[src/rtl/grant_data_mux_pkg.sv]
// Shared types and helpers for the grant-to-FIFO consumer stage.
package grant_data_mux_pkg;

    localparam int NUM_CH = 4;
    localparam int SRC_W  = 2;

    typedef logic [SRC_W-1:0] src_t;

    // Lowest set bit wins when more than one bit is set.
    function automatic src_t onehot_idx(input logic [NUM_CH-1:0] v);
        src_t idx;
        idx = '0;
        for (int i = NUM_CH - 1; i >= 0; i--) begin
            if (v[i]) idx = src_t'(i);
        end
        return idx;
    endfunction

endpackage

[src/rtl/grant_mux_fifo.sv]
// Synchronous FIFO with head output masked to zero while empty.
module grant_mux_fifo #(
    parameter int W     = 10,
    parameter int DEPTH = 4
) (
    input  logic         clk,
    input  logic         rst_n,
    input  logic         push,
    input  logic         pop,
    input  logic [W-1:0] wdata,
    output logic         full,
    output logic         empty,
    output logic [W-1:0] head
);

    localparam int AW = $clog2(DEPTH);
    localparam int CW = AW + 1;
    localparam logic [CW-1:0] FULL_CNT = CW'(DEPTH);

    logic [W-1:0]  mem [DEPTH];
    logic [AW-1:0] wr_ptr;
    logic [AW-1:0] rd_ptr;
    logic [CW-1:0] count;
    logic          do_push;
    logic          do_pop;

    assign full    = (count == FULL_CNT);
    assign empty   = (count == '0);
    assign do_push = push & ~full;
    assign do_pop  = pop & ~empty;

    always_ff @(posedge clk or negedge rst_n) begin
        if (!rst_n) begin
            wr_ptr <= '0;
            rd_ptr <= '0;
            count  <= '0;
        end else begin
            if (do_push) wr_ptr <= wr_ptr + 1'b1;
            if (do_pop)  rd_ptr <= rd_ptr + 1'b1;
            if (do_push && !do_pop)
                count <= count + 1'b1;
            else if (do_pop && !do_push)
                count <= count - 1'b1;
        end
    end

    // Storage is not reset; contents are don't-care until written.
    always_ff @(posedge clk) begin
        if (do_push) mem[wr_ptr] <= wdata;
    end

    assign head = empty ? '0 : mem[rd_ptr];

endmodule

[src/rtl/grant_data_mux.sv]
// Grant decode, payload mux and output FIFO behind the round-robin arbiter.
// Optional one-hot checking: GRANT_DATA_MUX_ONEHOT_CHECK_EN.
module grant_data_mux
    import grant_data_mux_pkg::*;
#(
    parameter int DATA_W = 8,
    parameter int DEPTH  = 4
) (
    input  logic                     clk,
    input  logic                     rst_n,
    input  logic [NUM_CH-1:0]        grants,
    input  logic [NUM_CH*DATA_W-1:0] ch_data,
    output logic                     accepted,
    output logic                     out_valid,
    input  logic                     out_ready,
    output logic [DATA_W-1:0]        out_data,
    output logic [SRC_W-1:0]         out_src,
    output logic                     err
);

    localparam int FW = DATA_W + SRC_W;

    logic              gnt_any;
    logic              gnt_ok;
    src_t              gnt_idx;
    logic [DATA_W-1:0] gnt_data;
    logic [DATA_W-1:0] ch [NUM_CH];
    logic              push;
    logic              pop;
    logic              full;
    logic              empty;
    logic [FW-1:0]     head;

    always_comb begin
        for (int i = 0; i < NUM_CH; i++) begin
            ch[i] = ch_data[i*DATA_W +: DATA_W];
        end
    end

    assign gnt_any  = |grants;
    assign gnt_idx  = onehot_idx(grants);
    assign gnt_data = ch[gnt_idx];

`ifdef GRANT_DATA_MUX_ONEHOT_CHECK_EN
    assign gnt_ok = ((grants & (grants - 1'b1)) == '0);

    always_ff @(posedge clk or negedge rst_n) begin
        if (!rst_n)
            err <= 1'b0;
        else if (gnt_any && !gnt_ok)
            err <= 1'b1;
    end
`else
    assign gnt_ok = 1'b1;
    assign err    = 1'b0;
`endif

    // accepted is combinational so the arbiter sees it on the capture edge.
    assign push     = gnt_any & gnt_ok & ~full;
    assign accepted = push;
    assign pop      = out_valid & out_ready;

    grant_mux_fifo #(
        .W     (FW),
        .DEPTH (DEPTH)
    ) u_fifo (
        .clk   (clk),
        .rst_n (rst_n),
        .push  (push),
        .pop   (pop),
        .wdata ({gnt_idx, gnt_data}),
        .full  (full),
        .empty (empty),
        .head  (head)
    );

    assign out_valid           = ~empty;
    assign {out_src, out_data} = head;

endmodule

[config.mk]
export PLATFORM = sky130hd
export DESIGN_NAME = grant_data_mux
export DESIGN_NICKNAME = d
export VERILOG_FILES = /design/src/rtl/grant_data_mux_pkg.sv /design/src/rtl/grant_mux_fifo.sv /design/src/rtl/grant_data_mux.sv
export SDC_FILE = /design/constraint.sdc
export NUM_CORES = 1
export LEC_CHECK = 0
export CAP_MARGIN = 0
export CORE_ASPECT_RATIO = 0.9
export CORE_MARGIN = 3
export CORE_UTILIZATION = 40
export DETAILED_ROUTE_END_ITERATION = 6
export MAX_ROUTING_LAYER = met4
export PLACE_DENSITY = 0.67
export SYNTH_ARGS = -nofsm -noshare
export SYNTH_HDL_FRONTEND = slang
export SYNTH_SLANG_ARGS = --single-unit
[constraint.sdc]
create_clock -name clk -period 2.6 [get_ports clk]
set_input_delay 0.52 -clock clk [delete_from_list [all_inputs] [get_ports clk]]
set_output_delay 0.52 -clock clk [all_outputs]
set_load 0.01 [all_outputs]
---- Word level (Yosys, flattened, before mapping) ----
Memory sizes are Yosys's and may differ from the RTL's.
Index checks and enable logic that the tools add are counted.
storage, ports and cells
  register bits after elaboration ......... 7
  bits in latches ......................... 0
  memory bits (writable) .................. 40
  memory bits (read-only) ................. 0
  input port bits ......................... 39
  output and inout port bits .............. 13
  logic and storage cells ................. 36
  memories ................................ 1
memory list
  memory      words  bits a word  read ports  clocked after Yosys merged registers in  write ports  line                  text
  u_fifo.mem  4      10           1           0                                        1            grant_mux_fifo.sv:20  logic [W-1:0] mem [DEPTH];
operators by class
  $add $sub $neg .......................... 4
  $mul .................................... 0
  div/mod/pow operators ................... 0
  $lt $le $gt $ge ......................... 1
  equal/unequal tests ..................... 1
  shift-type cells ........................ 0
  muxes and demuxes ....................... 12
  bitwise operators ....................... 7
  reductions and logical operators ........ 7
operators by type and width
  operator                                           count
  binary-select mux 8 bit (select 2 bit)             1
  2-to-1 mux 8 bit                                   2
  2-to-1 mux 10 bit                                  1
  2-to-1 mux 2 bit                                   4
  2-to-1 mux 3 bit                                   2
  adder 2 x 1 -> 2 bit (second input constant)       2
  bitwise AND 1 bit                                  4
  OR reduction 4 bit                                 1
  adder 3 x 1 -> 3 bit (second input constant)       1
  == test 3 bit (second input constant)              1
  >= comparator 3 bit (second input constant)        1
  zero test 3 bit                                    1
  inverter 2 -> 3 bit                                1
  subtractor 3 x 1 -> 3 bit (second input constant)  1
  logical AND 1 bit                                  2
  zero test 1 bit                                    2
  2-to-1 mux 1 bit                                   2
  inverter 1 bit                                     2
  nonzero test 2 bit                                 1

---- Depth between registers and ports, before layout ----
Gate-level depths: netlist of run 1.
  word-level depth ........................ 8
  depth in mapped cells ................... 8
  depth with buffers taken out ............ 8

---- By module ----
A second synthesis of run 1 with hierarchy kept.
unflattened totals
  cells, all modules ...................... 119
  area, all modules ....................... 2258.4 um^2
modules (own cells, without submodules)
  module          instances  cells an instance  area each (um^2)  sequential area each (um^2)
  grant_mux_fifo  1          99                 1999.4            1376.3
  grant_data_mux  1          20                 259.0             0.0

---- Worst setup path before layout of run 1 ----
No wires, ideal clock.
  kind .................................... input port to flip-flop
  start point ............................. in grants[3]
  end point ............................... reg u_fifo.count[2]
  setup time .............................. 79 ps
  arrival ................................. 2073 ps
  data required time ...................... 2521 ps
  path slack .............................. 448 ps
  cell stages on the path ................. 8
  buffers on the path ..................... 0
  cells stage by stage .................... nor4_1 > a21oi_1 > ha_1 > inv_1 > fa_1 > xor2_1 > nor2_1 > xor2_1
on the way
  cells in the longest elaborated chain, start to end .. 6
  elaborated cells on any way between the ends .. 8
  classes of those cells .................. mux: 1; bitwise: 2; reduce/logical: 5
ends and longest elaborated chain
  what                                 line                  text
  start: declaration                   grant_data_mux.sv:11  input logic [NUM_CH-1:0] grants,
  OR reduction 4 bit (*)               grant_data_mux.sv:40  assign gnt_any = |grants;
  bitwise AND 1 bit (*)                grant_data_mux.sv:59  assign push = gnt_any & gnt_ok & ~full;
  via accepted                         grant_data_mux.sv:13  output logic accepted,
  bitwise AND 1 bit (*)                grant_mux_fifo.sv:29  assign do_push = push & ~full;
  zero test 1 bit                      grant_mux_fifo.sv:42  else if (do_pop && !do_push)
  logical AND 1 bit                    grant_mux_fifo.sv:42
  nonzero test 2 bit (no source line)  n/a
  end signal: assignment               grant_mux_fifo.sv:41  count <= count + 1'b1;
  end signal: assignment               grant_mux_fifo.sv:43  count <= count - 1'b1;
  end: declaration                     grant_mux_fifo.sv:23  logic [CW-1:0] count;
Mark *: on every way through the listed nets, which the timed path passes. The rest lies on a longest branch.
A chain may end at the register's enable or synchronous reset.

---- Worst setup path after layout of run 1 ----
  start point ............................. reg u_fifo.rd_ptr[0]
  end point ............................... out out_data[7]
on the way
  cells in the longest elaborated chain, start to end .. 2
ends and longest elaborated chain
  what                      line                  text
  start: declaration        grant_mux_fifo.sv:22  logic [AW-1:0] rd_ptr;
  start signal: assignment  grant_mux_fifo.sv:39  if (do_pop) rd_ptr <= rd_ptr + 1'b1;
  memory read (4 x 10 bit)  n/a
  2-to-1 mux 10 bit         grant_mux_fifo.sv:52  assign head = empty ? '0 : mem[rd_ptr];
  end: declaration          grant_data_mux.sv:16  output logic [DATA_W-1:0] out_data,
No other way between the ends.

==> results.md, run 1 <==
Run status:
- The flow ran to the end, and the final reports show no timing, DRC or antenna violations.

Power:
- The total power density per cell area is roughly 1100 mW/mm².
- The fraction of power spent switching nets is 0.295.
- Of the total power, the clock network draws 0.164.
- The switching power summed over all nets is 0.936 mW.
- Of the total power, combinational logic draws 0.438.
- The total power is 3.18 mW.
- Internal power comes to between 2 and 2.5 mW.
- The sequential share of power is 0.398.
- The leakage power summed over all cells is between 1 and 1.5 nW.
- Across the VDD grid, the largest voltage drop is approximately 570 µV.

STA:
- The final clock skew is 0.00463 ns.
- The final setup violation count is 0.
- In the finished design, the share of the clock period the worst path needs comes to 0.975.
- On the final layout, the worst hold slack is 0.484 ns.
- The worst path in the final design needs a cycle of roughly 2.5 ns, including I/O delays and setup.
- Setup repair after global routing left no endpoint under its margin.
- The total negative setup slack is 0 ns.
- The setup slack of the critical path after layout is about 0.066 ns.
- The final-report hold violation count came to 0.
- The total count of max-transition violations in the final report was 0.
- Based on the critical path, the design can be clocked at up to 0.395 GHz.

GRT:
- The first global-routing pass estimated approximately 6500 µm of wire.
- The pin count of the biggest net entering global routing is 16.
- The number of antenna violations at the first check in global routing is 0.
- The via count of the first global-routing pass is approximately 1400.
- The remaining global-route overflow is 0.
- The global-route usage over all layers is 0.146.

Drt:
- The ratio of routed vias to standard cells is slightly above 5.
- The routed layout has approximately 1300 vias.
- Dividing the detail-routed wire length by the instance count gives around 17 µm.
- The total routed wirelength is 4190 µm.
- The remaining routing DRC violations is 0.
- The DRC marker count from the first detailed-route iteration is 44.
- The count of nets left with antenna violations once routing finished came out at 0.
- The first detailed-routing pass took 5 iterations.

Place:
- The placer congestion estimate is approximately 0.74.
- Once placement completed, the tool counted placed cells totaling around 240.
- After legalization and detailed placement, the total HPWL measured 3160 µm.
- In this run the tool buffered the top-level ports with 50 buffer cells.
- The worst slack at placement is roughly 0.012 ns.
- The area of placed instances is around 0.0028 mm².

Floorplan:
- The floorplan step defined a die boundary enclosing around 0.0063 mm².
- The floorplan has 24 rows.
- The horizontal die dimension is about 84 µm.
- The starting utilization of the core area is 0.429.
- The boundary pin count is 52.
- In this run the standard cell core region covers 0.00504 mm².
- From bottom edge to top edge, the die measures about 76 µm.

Clock network:
- The number of buffers created by CTS is 5.
- The insertion delay to the later sink of the worst-skew pair is around 0.30 ns.
- The CTS tree is yes.
- After clock tree synthesis, the clock-pin slew on the worst setup and hold paths is 0.08 ns.
- The maximum level of the CTS H-tree is 2.
- The clock passes through at most 2 buffers.
- The tree is rooted in a clkbuf_8.
- CTS saw 47 sinks.

Final layout:
- The count of cells in the finished layout, fillers not included, comes to approximately 240.
- Relative to the synthesized area, the layout overhead comes to 35.3%.
- Once layout is complete, the utilization of the core stands at 0.580.
- The total number of nets in the final design is 223.
- The number of antenna diodes in the final layout is 0.
- The area of all placed cells without fillers is 0.00293 mm².
- In the final layout, the share of cells above drive strength 1 is 0.212.

Synthesis:
- By area the synthesized netlist is led by edfxtp_1, mux4_2, dfrtp_1, and2_1, mux4_1.
- The count of flip-flops with a built-in enable after synthesis is 40.
- The biggest area contributor in the post-synthesis netlist is edfxtp_1.
- In this run the cell area of the synthesized design comes to around 0.0022 mm².
- The average cell area after synthesis is between 15 and 20 µm².
- The sequential fraction of the synthesis area is 0.636.
- During synthesis, Yosys emitted a total of 0 warnings.
- The share of Yosys cell area claimed by the top area cell type is 0.555.
- Synthesis produced a netlist with a net count of between 150 and 200.
- Synthesis produced ~110 cells.
- In this run, synthesis produced a sequential element count of 47.
- The prevailing post-synth register cell is edfxtp_1.
- In the post-synthesis netlist, the cell with the most instances is edfxtp_1.
- For this run, asynchronously set or reset flops after synthesis account for 0.149.
- Synthesis instantiated 25 different standard cells from the library.
- In the synthesized netlist, the cells that appear most often are edfxtp_1, mux4_2, and2_1.

Setup path:
- The number of cells on the worst reg-to-reg path is 8.
- The endpoint kind of the worst setup timing path is an output pin.
- For the worst setup path, the data required time is roughly 2.1 ns.
- Traced cell by cell, the critical path runs through buf_12 -> mux4_1 -> and2_1 -> clkdlybuf4s50_1.
- Among all stages on the critical path, the largest delay is contributed by mux4_1.
- On the worst path, the slowest cell contributes a delay of around 0.54 ns.
- The end of the worst register-to-register path is u_fifo.count[2].
- The worst reg-to-reg setup slack is approximately 0.43 ns.
- The critical-path maximum fanout is 11.
- The classification of the worst setup path is reg2out.
- Data on the critical path arrives at its endpoint at approximately 2 ns.
- The critical path launch point type is a register.
- The beginning of the worst register-to-register path is u_fifo.count[1].

Hold path:
- The path type of the worst min-delay path is in2async.

Job:
- Max-cap violations in this run came to 0.
[final cells by class]
class / instances / area (µm²)
Clock buffer: 5 / 68.8
Sequential cell: 47 / 1380
Clock inverter: 3 / 42.5
Inverter: 4 / 15.0
Timing Repair Buffer: 62 / 604
Multi-Input combinational cell: 58 / 738
Tap cell: 65 / 81.3
Fill cell: 397 / 2120
[what timing repair did]
action                     in CTS  in global routing
setup buffers                   0                  1
pin swaps                       0                  0
resized for setup               1                  2
setup endpoints to repair       1                  9
hold buffers                    0                  0
[flip-flops by register name, summed over array words and instances, names as in the netlist]
name,count
u_fifo.mem,40
u_fifo.rd_ptr,2
u_fifo.wr_ptr,2
u_fifo.count,3
[cells by family after synthesis]
kind of cell | share of synthesized area
compound gates | 0.00578
buf+inv | 0.0249
xor+xnor | 0.0243
mux | 0.203
simple gates | 0.0659
flops | 0.636
other cells | 0.00173
fa+ha+maj | 0.0382
[worst max path at each step]
stage,from,endpoint,slack (ns),depth (start not counted)
after floorplan,grants[3],u_fifo.count[2],0.45,8
after global placement,grants[1],u_fifo.mem[0][4],0.16,5
after detailed placement,grants[2],u_fifo.count[1],0.01,7
after CTS,u_fifo.count[1],out_src[0],0.006,3
after global routing,grants[0],accepted,0.001,4
final,u_fifo.rd_ptr[0],out_data[7],0.07,4
[worst max-delay path: cells and delay by family (launching register included)]
kind | cells | cell delay [ns]
buffers and inverters | 2 | 0.63
multiplexers | 1 | 0.54
AND/OR/NAND/NOR | 1 | 0.17
flip-flops | 1 | 0.38
[cells in the final DEF, fill, tap and decap left out]
cell type / instances
a21oi_1: 1
and2_1: 14
buf_12: 1
buf_4: 11
bufinv_16: 1
clkbuf_8: 5
clkdlybuf4s50_1: 48
clkinv_1: 1
conb_1: 1
dfrtp_1: 7
dlygate4sd2_1: 1
dlymetal6s2s_1: 1
edfxtp_1: 40
fa_1: 1
ha_1: 5
inv_1: 4
inv_6: 1
mux2_2: 2
mux4_1: 3
mux4_2: 15
nand2_1: 1
nand3_1: 1
nor2_1: 3
nor2b_1: 1
nor3_4: 1
nor4_1: 1
o21bai_1: 1
or3_4: 1
xnor2_1: 4
xor2_1: 2
[power by group through the flow]
stage | sequential [mW] | clock (mW) | combinational (mW)
finish | 1.27 | 0.520 | 1.39
global route | 1.29 | 0.555 | 1.51
CTS | 1.27 | 0.538 | 1.41
detailed placement | 1.29 | 0 | 1.42
global placement | 1.26 | 0 | 1.39
floorplan | 1.24 | 0 | 0.811
[layer usage]
metal  up-vias  GRT usage  wire length [µm]
met3        13     0.0346               169
met4         0     0.0589                91
met5         -          -                 0
met2        48      0.280              2330
li1        571          -                 -
met1       632      0.146              1600
No activity file was read; power rests on OpenSTA's default activity.
==> run 2: changes to the inputs <==
--- a/config.mk
+++ b/config.mk
@@ -9,6 +9,7 @@
 export CORE_ASPECT_RATIO = 0.9
 export CORE_MARGIN = 3
 export CORE_UTILIZATION = 40
+export CTS_BUF_LIST = sky130_fd_sc_hd__clkbuf_8
 export DETAILED_ROUTE_END_ITERATION = 6
 export MAX_ROUTING_LAYER = met4
 export PLACE_DENSITY = 0.67
==> results of run 2 <==
No change in the layout: final DEF, timing and power equal those of run 1.
